<file path="src/rtl/rx_fifo.sv">
// Receive byte FIFO behind the UART receiver: edge-detects rxDone, queues rxData, show-ahead read side.
// Optional RX_FIFO_OVERWRITE_EN: a push into a full FIFO replaces the oldest entry instead of being dropped.
module rx_fifo #(
  parameter int DEPTH_LOG2 = 4,
  parameter int DATA_W     = 8
) (
  input  logic                  baudClk,
  input  logic                  resetN,
  input  logic [DATA_W-1:0]     rxData,
  input  logic                  rxDone,
  input  logic                  rdEn,
  input  logic                  clrOvf,
  output logic [DATA_W-1:0]     rdData,
  output logic                  empty,
  output logic                  full,
  output logic [DEPTH_LOG2:0]   count,
  output logic                  overflow
);

  localparam int                    DEPTH     = 1 << DEPTH_LOG2;
  localparam logic [DEPTH_LOG2:0]   CNT_DEPTH = (DEPTH_LOG2+1)'(DEPTH);
  localparam logic [DEPTH_LOG2:0]   CNT_ONE   = (DEPTH_LOG2+1)'(1);
  localparam logic [DEPTH_LOG2-1:0] PTR_ONE   = DEPTH_LOG2'(1);

  logic [DATA_W-1:0]     mem_q [DEPTH];
  logic [DEPTH_LOG2-1:0] wr_ptr_q, wr_ptr_d;
  logic [DEPTH_LOG2-1:0] rd_ptr_q, rd_ptr_d;
  logic [DEPTH_LOG2:0]   count_q, count_d;
  logic                  ovf_q, ovf_d;
  logic                  rx_done_prev_q;
  logic                  push, pop_req, mem_we, is_full, is_empty;

  assign is_empty = (count_q == '0);
  assign is_full  = (count_q == CNT_DEPTH);
  assign push     = rxDone & ~rx_done_prev_q;
  assign pop_req  = rdEn & ~is_empty;

  always_comb begin
    wr_ptr_d = wr_ptr_q;
    rd_ptr_d = rd_ptr_q;
    count_d  = count_q;
    ovf_d    = clrOvf ? 1'b0 : ovf_q;
    mem_we   = 1'b0;
    if (push && !is_full) begin
      mem_we   = 1'b1;
      wr_ptr_d = wr_ptr_q + PTR_ONE;
      if (pop_req) rd_ptr_d = rd_ptr_q + PTR_ONE;
      else         count_d  = count_q + CNT_ONE;
    end else if (push) begin
      if (pop_req) begin
        // Full with a simultaneous pop: room is made in the same cycle, so no overflow.
        mem_we   = 1'b1;
        wr_ptr_d = wr_ptr_q + PTR_ONE;
        rd_ptr_d = rd_ptr_q + PTR_ONE;
      end else begin
        ovf_d = 1'b1;
`ifdef RX_FIFO_OVERWRITE_EN
        mem_we   = 1'b1;
        wr_ptr_d = wr_ptr_q + PTR_ONE;
        rd_ptr_d = rd_ptr_q + PTR_ONE;
`endif
      end
    end else if (pop_req) begin
      rd_ptr_d = rd_ptr_q + PTR_ONE;
      count_d  = count_q - CNT_ONE;
    end
  end

  // rx_done_prev_q resets high so a level already asserted at reset release is not a push.
  always_ff @(posedge baudClk or negedge resetN) begin
    if (!resetN) begin
      wr_ptr_q       <= '0;
      rd_ptr_q       <= '0;
      count_q        <= '0;
      ovf_q          <= 1'b0;
      rx_done_prev_q <= 1'b1;
    end else begin
      wr_ptr_q       <= wr_ptr_d;
      rd_ptr_q       <= rd_ptr_d;
      count_q        <= count_d;
      ovf_q          <= ovf_d;
      rx_done_prev_q <= rxDone;
    end
  end

  always_ff @(posedge baudClk) begin
    if (mem_we) mem_q[wr_ptr_q] <= rxData;
  end

  assign rdData   = mem_q[rd_ptr_q];
  assign empty    = is_empty;
  assign full     = is_full;
  assign count    = count_q;
  assign overflow = ovf_q;

endmodule

</file>
<file path="config.mk">
export PLATFORM = sky130hd
export DESIGN_NAME = rx_fifo
export DESIGN_NICKNAME = d
export VERILOG_FILES = /design/src/rtl/rx_fifo.sv
export SDC_FILE = /design/constraint.sdc
export NUM_CORES = 1
export LEC_CHECK = 0
export BUFFER_PORTS_ARGS = -buffer_cell sky130_fd_sc_hd__buf_4
export CAP_MARGIN = 10
export CORE_MARGIN = 4
export CORE_UTILIZATION = 55
export DETAILED_ROUTE_END_ITERATION = 7
export PLACE_DENSITY = 0.73
export SLEW_MARGIN = 40
export SYNTH_ARGS = -nofsm -noshare
export SYNTH_HDL_FRONTEND = slang
export SYNTH_SLANG_ARGS = --single-unit
</file>
<file path="constraint.sdc">
create_clock -name baudClk -period 3.9 [get_ports baudClk]
set_clock_uncertainty 0.2 [all_clocks]
set_input_delay 0.39 -clock baudClk [delete_from_list [all_inputs] [get_ports baudClk]]
set_output_delay 0.39 -clock baudClk [all_outputs]
set_load 0.02 [all_outputs]
</file>
==> results of run 1 <==
==> stage by stage <==
stage | std cells | util, %
after CTS | 526 | 67.5
final | 526 | 67.6
after global placement | 482 | 60.3
after detailed placement | 482 | 60.6
after global routing | 526 | 67.6
after floorplan | 325 | -
==> per-layer routing <==
layer  part of all wire [%]  track usage (%)
met5                      0                0
met4                    1.9             7.79
met3                    7.2             5.19
met2                     51             33.3
met1                     40             28.1
==> cell families (layout without fill, tap and decap cells) <==
logic type,Yosys count,in the layout,share of synthesized area [%]
DFF,143,143,72.1
adders and majority gates,9,9,2.05
muxes,32,32,12.3
xor gates and xnor gates,9,9,1.35
and+or+nand+nor,70,70,5.58
buffers and inverters,23,88,1.69
AOI/OAI and AO/OA,39,39,4.90
==> worst register-to-register path: cells and delay by family, from the launching register on <==
kind                       cells  cell delay (ns)
adders and majority gates      1             0.27
AOI/OAI and AO/OA              3             0.61
and+or+nand+nor                4             0.95
buffers and inverters          1             0.19
DFF                            1             0.45
==> Yosys cell counts, types with 2 or more instances <==
library cell    n  share of area, %
nand4_1         2              0.21
dfrtp_1        14               6.0
edfxtp_1      128                66
o211ai_1        4              0.51
nor2_1         25               1.6
and2_1          3              0.32
inv_1           7              0.45
o21ai_1         2              0.17
nor2b_1         4              0.43
ha_1            8               1.7
xnor2_1         6              0.90
nand2b_1        3              0.32
nand2_1        21               1.3
nand3_1         4              0.34
a21oi_1         4              0.34
mux4_2         32                12
or2_2           2              0.21
xor2_1          3              0.45
a22oi_1        17               2.2
buf_2           4              0.34
clkbuf_1        9              0.58
o21ai_0         3              0.26
buf_1           2              0.13
==> state kept, by name (all words and copies together), names as in the netlist <==
name            cells
mem_q             128
count               5
rd_ptr_q            4
wr_ptr_q            4
overflow            1
rx_done_prev_q      1
==> what timing repair did <==
action | 4_1_cts | 5_1_grt
endpoints found under the hold margin | 146 | 0
setup endpoints to repair | 0 | 0
hold buffers | 12 | 0
==> worst paths after layout <==
path	start	endpoint	slack (ns)	cells past startpoint
worst max-delay path	rd_ptr_q[0]	rdData[0]	0.61	5
worst min-delay path	resetN	overflow	0.05	2
worst max register to register	count[1]	count[4]	1.15	9
worst min register to register	wr_ptr_q[3]	wr_ptr_q[3]	0.35	1
max in group asynchronous	resetN	rx_done_prev_q	3.21	2
min in group baudClk	rxDone	rx_done_prev_q	0.34	2
==> cell type report <==
cell class | count | area [um^2] | share of cell area [%]
repair buffers | 49 | 398 | 5.70
clock inverters | 14 | 173 | 2.47
inverters | 7 | 26.3 | 0.377
well taps | 136 | 170 | 2.44
flip-flops and latches | 143 | 4220 | 60.5
multi-input cells | 159 | 1570 | 22.5
clock buffers | 18 | 418 | 5.99
==> where the power goes <==
group | internal, uW | switching (uW) | leakage (uW)
sequential | 1810 | 200 | 0.00133
clock | 1020 | 592 | 0.000281
combinational | 725 | 810 | 0.000768
total | 3560 | 1600 | 0.00238
==> report_table.html, run 1 <==
<table>
<tr><th>Metric</th><th>Value</th></tr>
<tr><th colspan="2">Place</th></tr>
<tr><td>Post-detail-place hpwl</td><td>about 7.3 mm</td></tr>
<tr><td>Last weighted congestion value of the routability-driven placer</td><td>about 0.78</td></tr>
<tr><td>DP Area</td><td>about 6300 um^2</td></tr>
<tr><td>Number of port buffers</td><td>28</td></tr>
<tr><td>Worst slack after detailed placement</td><td>approximately 1.2 ns</td></tr>
<tr><th colspan="2">Finish</th></tr>
<tr><td>Final Instance Area</td><td>about 7000 um^2</td></tr>
<tr><td>Fraction of layout cells with a size suffix above 1</td><td>30.8%</td></tr>
<tr><td>Fillers</td><td>~650</td></tr>
<tr><td>Most common library cell in the layout ignoring fill and taps</td><td>edfxtp_1</td></tr>
<tr><td>Layout-stage area growth over the synthesis result</td><td>19.2%</td></tr>
<tr><td>Final Net Count</td><td>about 400</td></tr>
<tr><td>Antenna Diode Count</td><td>0</td></tr>
<tr><td>Commonest non-fill, non-tap cells in the layout</td><td>edfxtp_1 (128), buf_4 (37), mux4_2 (32)</td></tr>
<tr><th colspan="2">Timing</th></tr>
<tr><td>Number of endpoints failing setup at the final stage</td><td>0</td></tr>
<tr><td>RSZ-0062 raised after global routing</td><td>false</td></tr>
<tr><td>Shortest clock period the worst path allows after layout</td><td>roughly 3.3 ns</td></tr>
<tr><td>Top achievable clock speed</td><td>a little over 0.3 GHz</td></tr>
<tr><td>Total Negative Setup Slacks</td><td>0 ns</td></tr>
<tr><td>Worst Setup Slack, final</td><td>around 0.6 ns</td></tr>
<tr><td>Pins over their slew limit</td><td>0</td></tr>
<tr><td>Relative slew slack</td><td>a little under half</td></tr>
<tr><td>Hold Fails Final Rpt</td><td>0</td></tr>
<tr><td>Actual transition at the worst max-transition pin</td><td>about 0.8 ns</td></tr>
<tr><td>Share of the clock period used by the worst path after layout</td><td>84.5%</td></tr>
<tr><td>Worst Hold Margin</td><td>approximately 0.048 ns</td></tr>
<tr><th colspan="2">GRT</th></tr>
<tr><td>Initial antenna violation count</td><td>0</td></tr>
<tr><td>Global-route total usage across every layer</td><td>20.9%</td></tr>
<tr><td>Via count of the first global-routing pass</td><td>approximately 3,300</td></tr>
<tr><td>Residual overflow from global routing</td><td>0</td></tr>
<tr><td>Pin count of the biggest net entering global routing</td><td>18</td></tr>
<tr><td>Wire length of the first global-routing pass</td><td>roughly 19 mm</td></tr>
<tr><th colspan="2">Floorplan</th></tr>
<tr><td>Core Area</td><td>roughly 10,000 um^2</td></tr>
<tr><td>Initial Utilization</td><td>56.7%</td></tr>
<tr><td>Area of the die</td><td>~12,000 um^2</td></tr>
<tr><td>Number of placement rows</td><td>37</td></tr>
<tr><td>DIE WIDTH</td><td>about 110 um</td></tr>
<tr><td>Die span in y</td><td>111 um</td></tr>
<tr><td>I/O pin total</td><td>29</td></tr>
<tr><th colspan="2">Synth</th></tr>
<tr><td>Flip-flop cell with the highest count after synthesis</td><td>edfxtp_1</td></tr>
<tr><td>Number of synthesized register bits</td><td>between 100 and 150</td></tr>
<tr><td>Async set-reset flop share out of synthesis</td><td>roughly a tenth</td></tr>
<tr><td>Yosys warning total</td><td>0</td></tr>
<tr><td>Number of distinct library cells after synthesis</td><td>41</td></tr>
<tr><td>Gate count after technology mapping</td><td>around 330</td></tr>
<tr><td>Number of enable-type register cells in the synthesized netlist</td><td>128</td></tr>
<tr><td>Post-Syn Nets</td><td>around 350</td></tr>
<tr><td>Average footprint of a synthesized cell</td><td>18.0 um^2</td></tr>
<tr><td>Part of the Yosys area used for sequential elements</td><td>72.1%</td></tr>
<tr><td>Cell area after synthesis</td><td>between 5000 and 6000 um^2</td></tr>
<tr><th colspan="2">Job</th></tr>
<tr><td>Number of max-cap violations</td><td>0</td></tr>
<tr><th colspan="2">Power</th></tr>
<tr><td>Static Leakage</td><td>0.00238 uW</td></tr>
<tr><td>IR Drop Worst-Case VDD</td><td>~0.43 mV</td></tr>
<tr><td>Sum of internal, switching and leakage power</td><td>5160 uW</td></tr>
<tr><td>Total power density per cell area</td><td>740 nW/um^2</td></tr>
<tr><th colspan="2">CTS</th></tr>
<tr><td>Number of clock sinks</td><td>around 140</td></tr>
<tr><td>Maximum clock insertion buffer count</td><td>2</td></tr>
<tr><td>Clk Tree Root Cell</td><td>clkbuf_8</td></tr>
<tr><td>Clock slew at the register clock pins of the worst setup and hold paths</td><td>0.06 ns</td></tr>
<tr><td>CTS H-tree depth</td><td>4</td></tr>
<tr><td>Post-CTS Setup Bufs</td><td>0</td></tr>
<tr><td>Clock tree from TritonCTS</td><td>done</td></tr>
<tr><td>Later-pin clock latency in the skew report</td><td>~0.53 ns</td></tr>
<tr><td>Clock buffer count from CTS</td><td>17</td></tr>
<tr><td>Resized cells post-CTS</td><td>0</td></tr>
<tr><th colspan="2">Worst setup path</th></tr>
<tr><td>Kind of end point of the critical path</td><td>primary output</td></tr>
<tr><td>Crit path top cell by count</td><td>buf_4</td></tr>
<tr><td>Kind of launch point of the worst setup path</td><td>flip-flop</td></tr>
<tr><td>Delay of the slowest critical-path stage</td><td>0.71 ns</td></tr>
<tr><td>Worst Path Max Fanout</td><td>15</td></tr>
<tr><td>Family with the most delay on the worst path</td><td>flip-flops</td></tr>
<tr><td>Data required time of the critical path</td><td>3.31 ns</td></tr>
<tr><td>Max stage delay cell, worst path</td><td>dfrtp_2</td></tr>
<tr><td>Critical path, cell by cell</td><td>buf_4 -&gt; mux4_2 -&gt; a22oi_1 -&gt; nand2_1 -&gt; buf_4</td></tr>
<tr><td>Arrival time reported for the critical path endpoint</td><td>2.70 ns</td></tr>
<tr><td>Count of buffer and inverter cells on the critical path</td><td>2</td></tr>
<tr><td>Type of the setup path with the least slack</td><td>reg -&gt; out</td></tr>
<tr><th colspan="2">Drt</th></tr>
<tr><td>First-pass iteration count of the detailed router</td><td>4</td></tr>
<tr><td>Total Wirelength</td><td>between 10 and 15 mm</td></tr>
<tr><td>WL per Instance</td><td>about 23 um</td></tr>
<tr><td>Total via count after detailed routing</td><td>3,075</td></tr>
<tr><td>Detail Route Antenna Nets</td><td>0</td></tr>
<tr><td>Iteration-0 DRC Markers</td><td>between 200 and 300</td></tr>
<tr><td>Average via count per standard cell</td><td>5.85</td></tr>
<tr><td>DR DRC count</td><td>0</td></tr>
<tr><th colspan="2">Status</th></tr>
<tr><td>Outcome</td><td>complete, no violations</td></tr>
<tr><th colspan="2">Min path</th></tr>
<tr><td>Worst min-delay path category</td><td>in -&gt; async</td></tr>
</table>
(Power assumes the default switching activity.)
==> inputs of run 2 (changes only) <==
--- a/config.mk
+++ b/config.mk
@@ -10,7 +10,7 @@
 export CORE_MARGIN = 4
 export CORE_UTILIZATION = 55
 export DETAILED_ROUTE_END_ITERATION = 7
-export PLACE_DENSITY = 0.73
+export PLACE_DENSITY = 0.76
 export SLEW_MARGIN = 40
 export SYNTH_ARGS = -nofsm -noshare
 export SYNTH_HDL_FRONTEND = slang
==> constraint.sdc (replaced) <==
create_clock -name baudClk -period 2.6 [get_ports baudClk]
set_clock_uncertainty 0.2 [all_clocks]
set_input_delay 0.26 -clock baudClk [delete_from_list [all_inputs] [get_ports baudClk]]
set_output_delay 0.26 -clock baudClk [all_outputs]
set_load 0.02 [all_outputs]
==> report_table.html, run 2 (synthesized netlist as in run 1, its figures left out) <==
<table>
<tr><th>Metric</th><th>Value</th></tr>
<tr><th colspan="2">Status</th></tr>
<tr><td>Outcome</td><td>finished with violations</td></tr>
<tr><td>Violations in the final reports</td><td>negative setup slack</td></tr>
<tr><th colspan="2">CTS</th></tr>
<tr><td>Maximum clock insertion buffer count</td><td>2 (unchanged)</td></tr>
<tr><td>Clock buffer count from CTS</td><td>17 (unchanged)</td></tr>
<tr><td>CTS H-tree depth</td><td>4 (unchanged)</td></tr>
<tr><td>Clock slew at the register clock pins of the worst setup and hold paths</td><td>0.06 ns (about the same)</td></tr>
<tr><td>Later-pin clock latency in the skew report</td><td>0.52 ns (about the same)</td></tr>
<tr><td>Clock tree from TritonCTS</td><td>done</td></tr>
<tr><td>Clk Tree Root Cell</td><td>clkbuf_8</td></tr>
<tr><td>Number of clock sinks</td><td>143 (unchanged)</td></tr>
<tr><th colspan="2">Min path</th></tr>
<tr><td>Worst min-delay path category</td><td>in -&gt; reg</td></tr>
<tr><td>Worst Min Path Start</td><td>rxDone</td></tr>
<tr><td>Worst Hold End</td><td>rx_done_prev_q</td></tr>
<tr><td>Number of instances on the worst hold path</td><td>2</td></tr>
<tr><th colspan="2">Floorplan</th></tr>
<tr><td>Die span in y</td><td>111 um (unchanged)</td></tr>
<tr><td>DIE WIDTH</td><td>111 um (unchanged)</td></tr>
<tr><td>I/O pin total</td><td>29 (unchanged)</td></tr>
<tr><td>Core Area</td><td>10,300 um^2 (unchanged)</td></tr>
<tr><td>Initial Utilization</td><td>56.7% (unchanged)</td></tr>
<tr><td>Area of the die</td><td>12,400 um^2 (unchanged)</td></tr>
<tr><td>Number of placement rows</td><td>37 (unchanged)</td></tr>
<tr><th colspan="2">GRT</th></tr>
<tr><td>Residual overflow from global routing</td><td>0 (unchanged)</td></tr>
<tr><td>Layer with the highest usage</td><td>met2</td></tr>
<tr><td>GRT met2 Usage</td><td>36.7% (+3.4 points)</td></tr>
<tr><td>Wire length of the first global-routing pass</td><td>20.1 mm (+6.3%)</td></tr>
<tr><td>Via count of the first global-routing pass</td><td>3,495 (+7.1%)</td></tr>
<tr><td>Met1 capacity usage during global routing</td><td>27.8% (-0.31 points)</td></tr>
<tr><td>Initial antenna violation count</td><td>0 (unchanged)</td></tr>
<tr><td>Pin count of the biggest net entering global routing</td><td>24 (+6)</td></tr>
<tr><td>Global routing met3 resource utilization</td><td>5.73% (+0.55 points)</td></tr>
<tr><td>Global-route total usage across every layer</td><td>21.8% (+0.98 points)</td></tr>
<tr><th colspan="2">Place</th></tr>
<tr><td>Last weighted congestion value of the routability-driven placer</td><td>0.874 (+13%)</td></tr>
<tr><td>Number of port buffers</td><td>28 (unchanged)</td></tr>
<tr><td>Post-detail-place hpwl</td><td>7.61 mm (+4.2%)</td></tr>
<tr><td>Cell count after placement</td><td>488 (+1.2%)</td></tr>
<tr><th colspan="2">Worst setup path</th></tr>
<tr><td>Capture point of the worst reg-to-reg path</td><td>count[4]</td></tr>
<tr><td>Reg2reg setup slack</td><td>0.06 ns (-1.09 ns)</td></tr>
<tr><td>Arrival time reported for the critical path endpoint</td><td>2.19 ns (-0.51 ns)</td></tr>
<tr><td>Data required time of the critical path</td><td>2.14 ns (-1.17 ns)</td></tr>
<tr><td>Type of the setup path with the least slack</td><td>reg -&gt; out</td></tr>
<tr><td>Reg-to-reg startpoint</td><td>count[2]</td></tr>
<tr><td>R2R cell count</td><td>8 (-1)</td></tr>
<tr><td>Kind of end point of the critical path</td><td>primary output</td></tr>
<tr><td>Kind of launch point of the worst setup path</td><td>flip-flop</td></tr>
<tr><td>Worst Path Max Fanout</td><td>6 (-9)</td></tr>
<tr><th colspan="2">Timing</th></tr>
<tr><td>Worst Setup Slack, final</td><td>-0.0520 ns (-0.658 ns)</td></tr>
<tr><td>Worst Hold Margin</td><td>0.214 ns (+0.166 ns)</td></tr>
<tr><td>Share of the clock period used by the worst path after layout</td><td>102%</td></tr>
<tr><td>Relative slew slack</td><td>42.3% (-4.1 points)</td></tr>
<tr><td>Total Negative Setup Slacks</td><td>-0.264 ns (-0.264 ns)</td></tr>
<tr><td>Hold Fails Final Rpt</td><td>0 (unchanged)</td></tr>
<tr><td>Actual transition at the worst max-transition pin</td><td>0.862 ns (+0.0585 ns)</td></tr>
<tr><td>Top achievable clock speed</td><td>around 0.38 GHz</td></tr>
<tr><td>Number of endpoints failing setup at the final stage</td><td>8 (+8)</td></tr>
<tr><td>Pins over their slew limit</td><td>0 (unchanged)</td></tr>
<tr><td>RSZ-0062 raised after global routing</td><td>true</td></tr>
<tr><td>Shortest clock period the worst path allows after layout</td><td>roughly 2.7 ns</td></tr>
<tr><th colspan="2">Drt</th></tr>
<tr><td>Total Wirelength</td><td>12.6 mm (+6.2%)</td></tr>
<tr><td>DR DRC count</td><td>0 (unchanged)</td></tr>
<tr><td>WL per Instance</td><td>23.1 um (+2.5%)</td></tr>
<tr><td>Average via count per standard cell</td><td>6.12 (+4.7%)</td></tr>
<tr><td>Iteration-0 DRC Markers</td><td>397 (+42%)</td></tr>
<tr><td>Detail Route Antenna Nets</td><td>0 (unchanged)</td></tr>
<tr><td>Total via count after detailed routing</td><td>3,335 (+8.5%)</td></tr>
<tr><td>First-pass iteration count of the detailed router</td><td>5 (+1)</td></tr>
<tr><th colspan="2">Finish</th></tr>
<tr><td>Area taken by flip-flops and latches</td><td>4230 um^2 (about the same)</td></tr>
<tr><td>Final Net Count</td><td>418 (+4.8%)</td></tr>
<tr><td>Fraction of layout cells with a size suffix above 1</td><td>37.9% (+7.1 points)</td></tr>
<tr><td>Antenna Diode Count</td><td>0 (unchanged)</td></tr>
<tr><td>Most flops, register</td><td>mem_q</td></tr>
<tr><td>Commonest non-fill, non-tap cells in the layout</td><td>edfxtp_1 (128), buf_4 (40), mux4_2 (32)</td></tr>
<tr><td>Flip-flop count of the largest register after layout</td><td>128 (unchanged)</td></tr>
<tr><td>Most common library cell in the layout ignoring fill and taps</td><td>edfxtp_1</td></tr>
<tr><td>Final non-filler cell total</td><td>545 (+3.6%)</td></tr>
<tr><td>Layout-stage area growth over the synthesis result</td><td>25.9%</td></tr>
<tr><td>Fillers</td><td>570 (-12%)</td></tr>
<tr><td>Multi-input logic area</td><td>1670 um^2 (+6.1%)</td></tr>
<tr><th colspan="2">Power</th></tr>
<tr><td>Total power density per cell area</td><td>1150 nW/um^2 (+55%)</td></tr>
<tr><td>Static Leakage</td><td>0.00255 uW (+6.8%)</td></tr>
<tr><td>IR Drop Worst-Case VDD</td><td>0.674 mV (+58%)</td></tr>
<tr><th colspan="2">Job</th></tr>
<tr><td>Number of max-cap violations</td><td>0 (unchanged)</td></tr>
</table>
run 2: cell types whose count changed in the layout (fill, tap and decap cells not counted), sizes merged:
| cell | delta |
|---|---|
| bufinv | -3 |
| dlygate4sd3 | +2 |
| clkinv | -4 |
| clkbuf | +9 |
| clkinvlp | -1 |
| buf | +16 |
run 2: worst max-delay path by stage:
stage | cells after the start | end | start | slack (ns)
after detailed placement | 8 | count[4] | count[2] | 0.06
after floorplan | 8 | count[4] | count[3] | 0.01
after global routing | 5 | rdData[4] | rd_ptr_q[0] | -0.14
final | 6 | rdData[7] | rd_ptr_q[0] | -0.05
after global placement | 8 | count[4] | count[2] | 0.19
after CTS | 6 | rdData[5] | rd_ptr_q[0] | -0.07
run 2: area by class of cell:
| cell class | count | area share (%) |
|---|---|---|
| flip-flops and latches | 143 | 57.4 |
| multi-input cells | 159 | 22.6 |
| inverters | 7 | 0.357 |
| clock buffers | 26 | 7.64 |
| repair buffers | 68 | 8.87 |
| clock inverters | 6 | 0.866 |
| well taps | 136 | 2.31 |
run 2: where the power goes:
part	total [uW]	internal [uW]	leakage (uW)	switching, uW
Combinational	3080	1510	0.000911	1570
Sequential	2930	2720	0.00133	209
Clock	2460	1570	0.000304	881
Total	8460	5810	0.00255	2660
run 2: per-layer routing:
metal / vias to the layer above / part of all wire (%)
met5: - / 0
met4: 0 / 2.3
met3: 33 / 6.7
met2: 168 / 53
met1: 1699 / 38
li1: 1435 / -
run 2: repair_timing:
action	4_1_cts	5_1_grt
hold buffers	14	0
endpoints found under the hold margin	152	0
setup endpoints to repair	8	10
gates resized for setup	25	9
pin swaps	12	6
setup buffers	5	4
cloned	3	1
run 2: critical path, cell delays in order, from the launching register on:
cell and delay [ns]:
dfrtp_2 0.44, buf_6 0.15, buf_16 0.14, mux4_2 0.51
a22oi_2 0.18, nand2_1 0.11, buf_6 0.14
run 2: per-stage QoR:
step	total power, uW	utilization [%]	instance area, um^2	setup WS [ns]
6_report	8460	71.4	7370	-0.0520
5_1_grt	8830	71.4	7370	-0.136
4_1_cts	8390	70.9	7320	-0.0741
3_5_place_dp	5470	61.4	6340	0.0632
3_3_place_gp	5390	61.3	6330	0.191
2_1_floorplan	4630	-	5890	0.0131
==> inputs of run 3 (changes only) <==
--- a/config.mk
+++ b/config.mk
@@ -7,10 +7,12 @@
 export LEC_CHECK = 0
 export BUFFER_PORTS_ARGS = -buffer_cell sky130_fd_sc_hd__buf_4
 export CAP_MARGIN = 10
+export CELL_PAD_IN_SITES_DETAIL_PLACEMENT = 1
+export CELL_PAD_IN_SITES_GLOBAL_PLACEMENT = 2
 export CORE_MARGIN = 4
-export CORE_UTILIZATION = 55
+export CORE_UTILIZATION = 42
 export DETAILED_ROUTE_END_ITERATION = 7
-export PLACE_DENSITY = 0.76
+export PLACE_DENSITY_LB_ADDON = 0.1
 export SLEW_MARGIN = 40
 export SYNTH_ARGS = -nofsm -noshare
 export SYNTH_HDL_FRONTEND = slang
==> report_table.html, run 3 (synthesized netlist as in run 1, its figures left out) <==
<table>
<tr><th>Metric</th><th>Value</th></tr>
<tr><th colspan="2">Status</th></tr>
<tr><td>Outcome</td><td>complete, no violations</td></tr>
<tr><th colspan="2">Timing</th></tr>
<tr><td>Number of endpoints failing setup at the final stage</td><td>0 (-8)</td></tr>
<tr><td>Pins over their slew limit</td><td>0 (unchanged)</td></tr>
<tr><td>Relative slew slack</td><td>45.8% (+3.5 points)</td></tr>
<tr><td>Share of the clock period used by the worst path after layout</td><td>99.2% (-2.8 points)</td></tr>
<tr><td>Shortest clock period the worst path allows after layout</td><td>2.58 ns (-0.0739 ns)</td></tr>
<tr><td>Hold Fails Final Rpt</td><td>0 (unchanged)</td></tr>
<tr><td>Actual transition at the worst max-transition pin</td><td>0.810 ns (-0.0526 ns)</td></tr>
<tr><td>Worst Hold Margin</td><td>0.0522 ns (-0.162 ns)</td></tr>
<tr><td>Top achievable clock speed</td><td>0.388 GHz (+2.9%)</td></tr>
<tr><td>RSZ-0062 raised after global routing</td><td>true</td></tr>
<tr><th colspan="2">Place</th></tr>
<tr><td>Post-detail-place hpwl</td><td>8.57 mm (+13%)</td></tr>
<tr><td>Last weighted congestion value of the routability-driven placer</td><td>0.770 (-12%)</td></tr>
<tr><td>Number of port buffers</td><td>28 (unchanged)</td></tr>
<tr><td>DP Area</td><td>6410 um^2 (+1.1%)</td></tr>
<tr><th colspan="2">GRT</th></tr>
<tr><td>GRT met2 Usage</td><td>27.5% (-9.1 points)</td></tr>
<tr><td>Met1 capacity usage during global routing</td><td>24.2% (-3.6 points)</td></tr>
<tr><td>Layer with the highest usage</td><td>met2</td></tr>
<tr><td>Wire length of the first global-routing pass</td><td>20.3 mm (+0.85%)</td></tr>
<tr><td>Global-route total usage across every layer</td><td>17.4% (-4.5 points)</td></tr>
<tr><td>Initial antenna violation count</td><td>0 (unchanged)</td></tr>
<tr><td>Global routing met3 resource utilization</td><td>4.23% (-1.5 points)</td></tr>
<tr><td>Residual overflow from global routing</td><td>0 (unchanged)</td></tr>
<tr><td>Pin count of the biggest net entering global routing</td><td>36 (+50%)</td></tr>
<tr><td>Via count of the first global-routing pass</td><td>3,430 (-1.9%)</td></tr>
<tr><th colspan="2">Finish</th></tr>
<tr><td>Most common library cell in the layout ignoring fill and taps</td><td>edfxtp_1</td></tr>
<tr><td>Most flops, register</td><td>mem_q</td></tr>
<tr><td>Antenna Diode Count</td><td>0 (unchanged)</td></tr>
<tr><td>Fraction of layout cells with a size suffix above 1</td><td>38.5% (+0.60 points)</td></tr>
<tr><td>Layout-stage area growth over the synthesis result</td><td>24.8%</td></tr>
<tr><td>Multi-input logic area</td><td>1690 um^2 (+1.7%)</td></tr>
<tr><td>Area taken by flip-flops and latches</td><td>4220 um^2 (about the same)</td></tr>
<tr><td>Fillers</td><td>1,247 (+120%)</td></tr>
<tr><td>Final Instance Area</td><td>7300 um^2 (-0.85%)</td></tr>
<tr><td>Flip-flop count of the largest register after layout</td><td>128 (unchanged)</td></tr>
<tr><td>Commonest non-fill, non-tap cells in the layout</td><td>edfxtp_1 (128), buf_4 (33), mux4_2 (32)</td></tr>
<tr><td>Final Net Count</td><td>409 (-2.2%)</td></tr>
<tr><th colspan="2">CTS</th></tr>
<tr><td>Maximum clock insertion buffer count</td><td>2 (unchanged)</td></tr>
<tr><td>CTS H-tree depth</td><td>4 (unchanged)</td></tr>
<tr><td>Later-pin clock latency in the skew report</td><td>0.41 ns (-0.11 ns)</td></tr>
<tr><td>Clock buffer count from CTS</td><td>17 (unchanged)</td></tr>
<tr><td>Clock tree from TritonCTS</td><td>done</td></tr>
<tr><td>Clk Tree Root Cell</td><td>clkbuf_16</td></tr>
<tr><td>Number of clock sinks</td><td>143 (unchanged)</td></tr>
<tr><td>Clock slew at the register clock pins of the worst setup and hold paths</td><td>0.06 ns (about the same)</td></tr>
<tr><th colspan="2">Power</th></tr>
<tr><td>Internal Power</td><td>5620 uW (-3.2%)</td></tr>
<tr><td>Logic gate share of total power</td><td>37.6% (+1.2 points)</td></tr>
<tr><td>Sum of internal, switching and leakage power</td><td>8240 uW (-2.6%)</td></tr>
<tr><td>Sequential fraction of design power</td><td>35.4% (+0.8 points)</td></tr>
<tr><td>Share of total power consumed by net switching</td><td>31.8% (+0.43 points)</td></tr>
<tr><td>Clk network pwr share</td><td>27.0% (-2.0 points)</td></tr>
<tr><td>IR Drop Worst-Case VDD</td><td>0.441 mV (-35%)</td></tr>
<tr><td>Total power density per cell area</td><td>1130 nW/um^2 (-1.8%)</td></tr>
<tr><td>Net load switching power</td><td>2620 uW (-1.3%)</td></tr>
<tr><td>Static Leakage</td><td>0.00247 uW (-2.9%)</td></tr>
<tr><th colspan="2">Floorplan</th></tr>
<tr><td>I/O pin total</td><td>29 (unchanged)</td></tr>
<tr><td>Core Area</td><td>13,500 um^2 (+30%)</td></tr>
<tr><td>DIE WIDTH</td><td>126 um (+13%)</td></tr>
<tr><td>Number of placement rows</td><td>42 (+14%)</td></tr>
<tr><td>Initial Utilization</td><td>43.5% (-13 points)</td></tr>
<tr><td>Die span in y</td><td>126 um (+13%)</td></tr>
<tr><td>Area of the die</td><td>15,900 um^2 (+29%)</td></tr>
<tr><th colspan="2">Drt</th></tr>
<tr><td>WL per Instance</td><td>22.4 um (-3.0%)</td></tr>
<tr><td>Iteration-0 DRC Markers</td><td>210 (-47%)</td></tr>
<tr><td>Average via count per standard cell</td><td>5.39 (-12%)</td></tr>
<tr><td>Total Wirelength</td><td>12.9 mm (+2.5%)</td></tr>
<tr><td>Detail Route Antenna Nets</td><td>0 (unchanged)</td></tr>
<tr><td>Total via count after detailed routing</td><td>3,104 (-6.9%)</td></tr>
<tr><td>DR DRC count</td><td>0 (unchanged)</td></tr>
<tr><td>First-pass iteration count of the detailed router</td><td>4 (-1)</td></tr>
<tr><th colspan="2">Worst setup path</th></tr>
<tr><td>Critical path, cell by cell</td><td>buf_12 -&gt; buf_16 -&gt; mux4_2 -&gt; a22oi_2 -&gt; nand2_1 -&gt; buf_6</td></tr>
<tr><td>Data required time of the critical path</td><td>2.14 ns (about the same)</td></tr>
<tr><td>Kind of launch point of the worst setup path</td><td>flip-flop</td></tr>
<tr><td>Delay of the slowest critical-path stage</td><td>0.50 ns (about the same)</td></tr>
<tr><td>Max stage delay cell, worst path</td><td>mux4_2</td></tr>
<tr><td>Family with the most delay on the worst path</td><td>multiplexers</td></tr>
<tr><td>Worst Path Max Fanout</td><td>5 (-1)</td></tr>
<tr><td>Type of the setup path with the least slack</td><td>reg -&gt; out</td></tr>
<tr><td>Count of buffer and inverter cells on the critical path</td><td>3 (unchanged)</td></tr>
<tr><td>Kind of end point of the critical path</td><td>primary output</td></tr>
<tr><td>Arrival time reported for the critical path endpoint</td><td>2.12 ns (-0.07 ns)</td></tr>
<tr><th colspan="2">Job</th></tr>
<tr><td>Number of max-cap violations</td><td>0 (unchanged)</td></tr>
<tr><th colspan="2">Min path</th></tr>
<tr><td>Worst min-delay path category</td><td>in -&gt; async</td></tr>
</table>
## run 3: cell count changes in the layout (fill, tap and decap cells not counted), moves of 3 or more
cell,delta
nor2_2,+10
clkbuf_16,-4
clkinv_2,+3
nor2_1,-10
clkbuf_1,+3
buf_4,-7
buf_12,+3
## run 3: worst paths after layout
path,from,end,slack (ns),cells past startpoint
worst max register to register,count[0],count[4],0.11,8
worst max-delay path,rd_ptr_q[0],rdData[6],0.02,6
max in group asynchronous,resetN,rx_done_prev_q,1.90,2
min in group baudClk,rxDone,rx_done_prev_q,0.33,2
worst min-delay path,resetN,count[4],0.05,2
worst min register to register,wr_ptr_q[3],wr_ptr_q[3],0.34,1
## run 3: final cells by class
class,count,area share [%]
sequential,143,57.8
inverter,7,0.360
tap,176,3.01
multi-input combinational,159,23.2
clock buffer,25,6.65
timing repair buffer,59,8.12
clock inverter,7,0.856
## run 3: power by group through the flow
stage	Clock (uW)	Sequential, uW	Combinational (uW)
2_1_floorplan	0	2940	1690
3_3_place_gp	0	2950	2620
3_5_place_dp	0	2960	2680
4_1_cts	2290	2920	2990
5_1_grt	2410	2940	3340
6_report	2230	2920	3100
## run 3: routing by layer
metal	up-vias	wire length (um)
li1	1411	-
met1	1622	5810
met2	66	6450
met3	5	572
met4	0	62
met5	-	0
## run 3: repair_timing
item                                    in CTS  in global routing
endpoints found under the setup margin       7                 10
gates resized for setup                     15                 14
cloned                                       2                  0
hold endpoints to repair                   146                  0
buffers inserted                             3                  2
pin swaps                                    2                  6
hold buffers                                12                  0
## run 3: through the flow
stage | setup slack, ns | TNS [ns] | instances | utilization (%)
2_1_floorplan | 0.0131 | 0 | 325 | -
3_3_place_gp | 0.171 | 0 | 525 | 47.4
3_5_place_dp | 0.0969 | 0 | 525 | 47.6
4_1_cts | 0.000673 | 0 | 574 | 53.7
5_1_grt | -0.0935 | -0.231 | 576 | 54.3
6_report | 0.0219 | 0 | 576 | 54.3
## run 3: worst reg2reg max path: stages (launching register included)
cell and delay [ns]:
dfrtp_2 0.45, nor4_4 0.28, and2_4 0.18, nand2b_4 0.15
ha_1 0.28, nor2b_1 0.17, o21a_1 0.22, o41a_1 0.32
o211ai_1 0.16
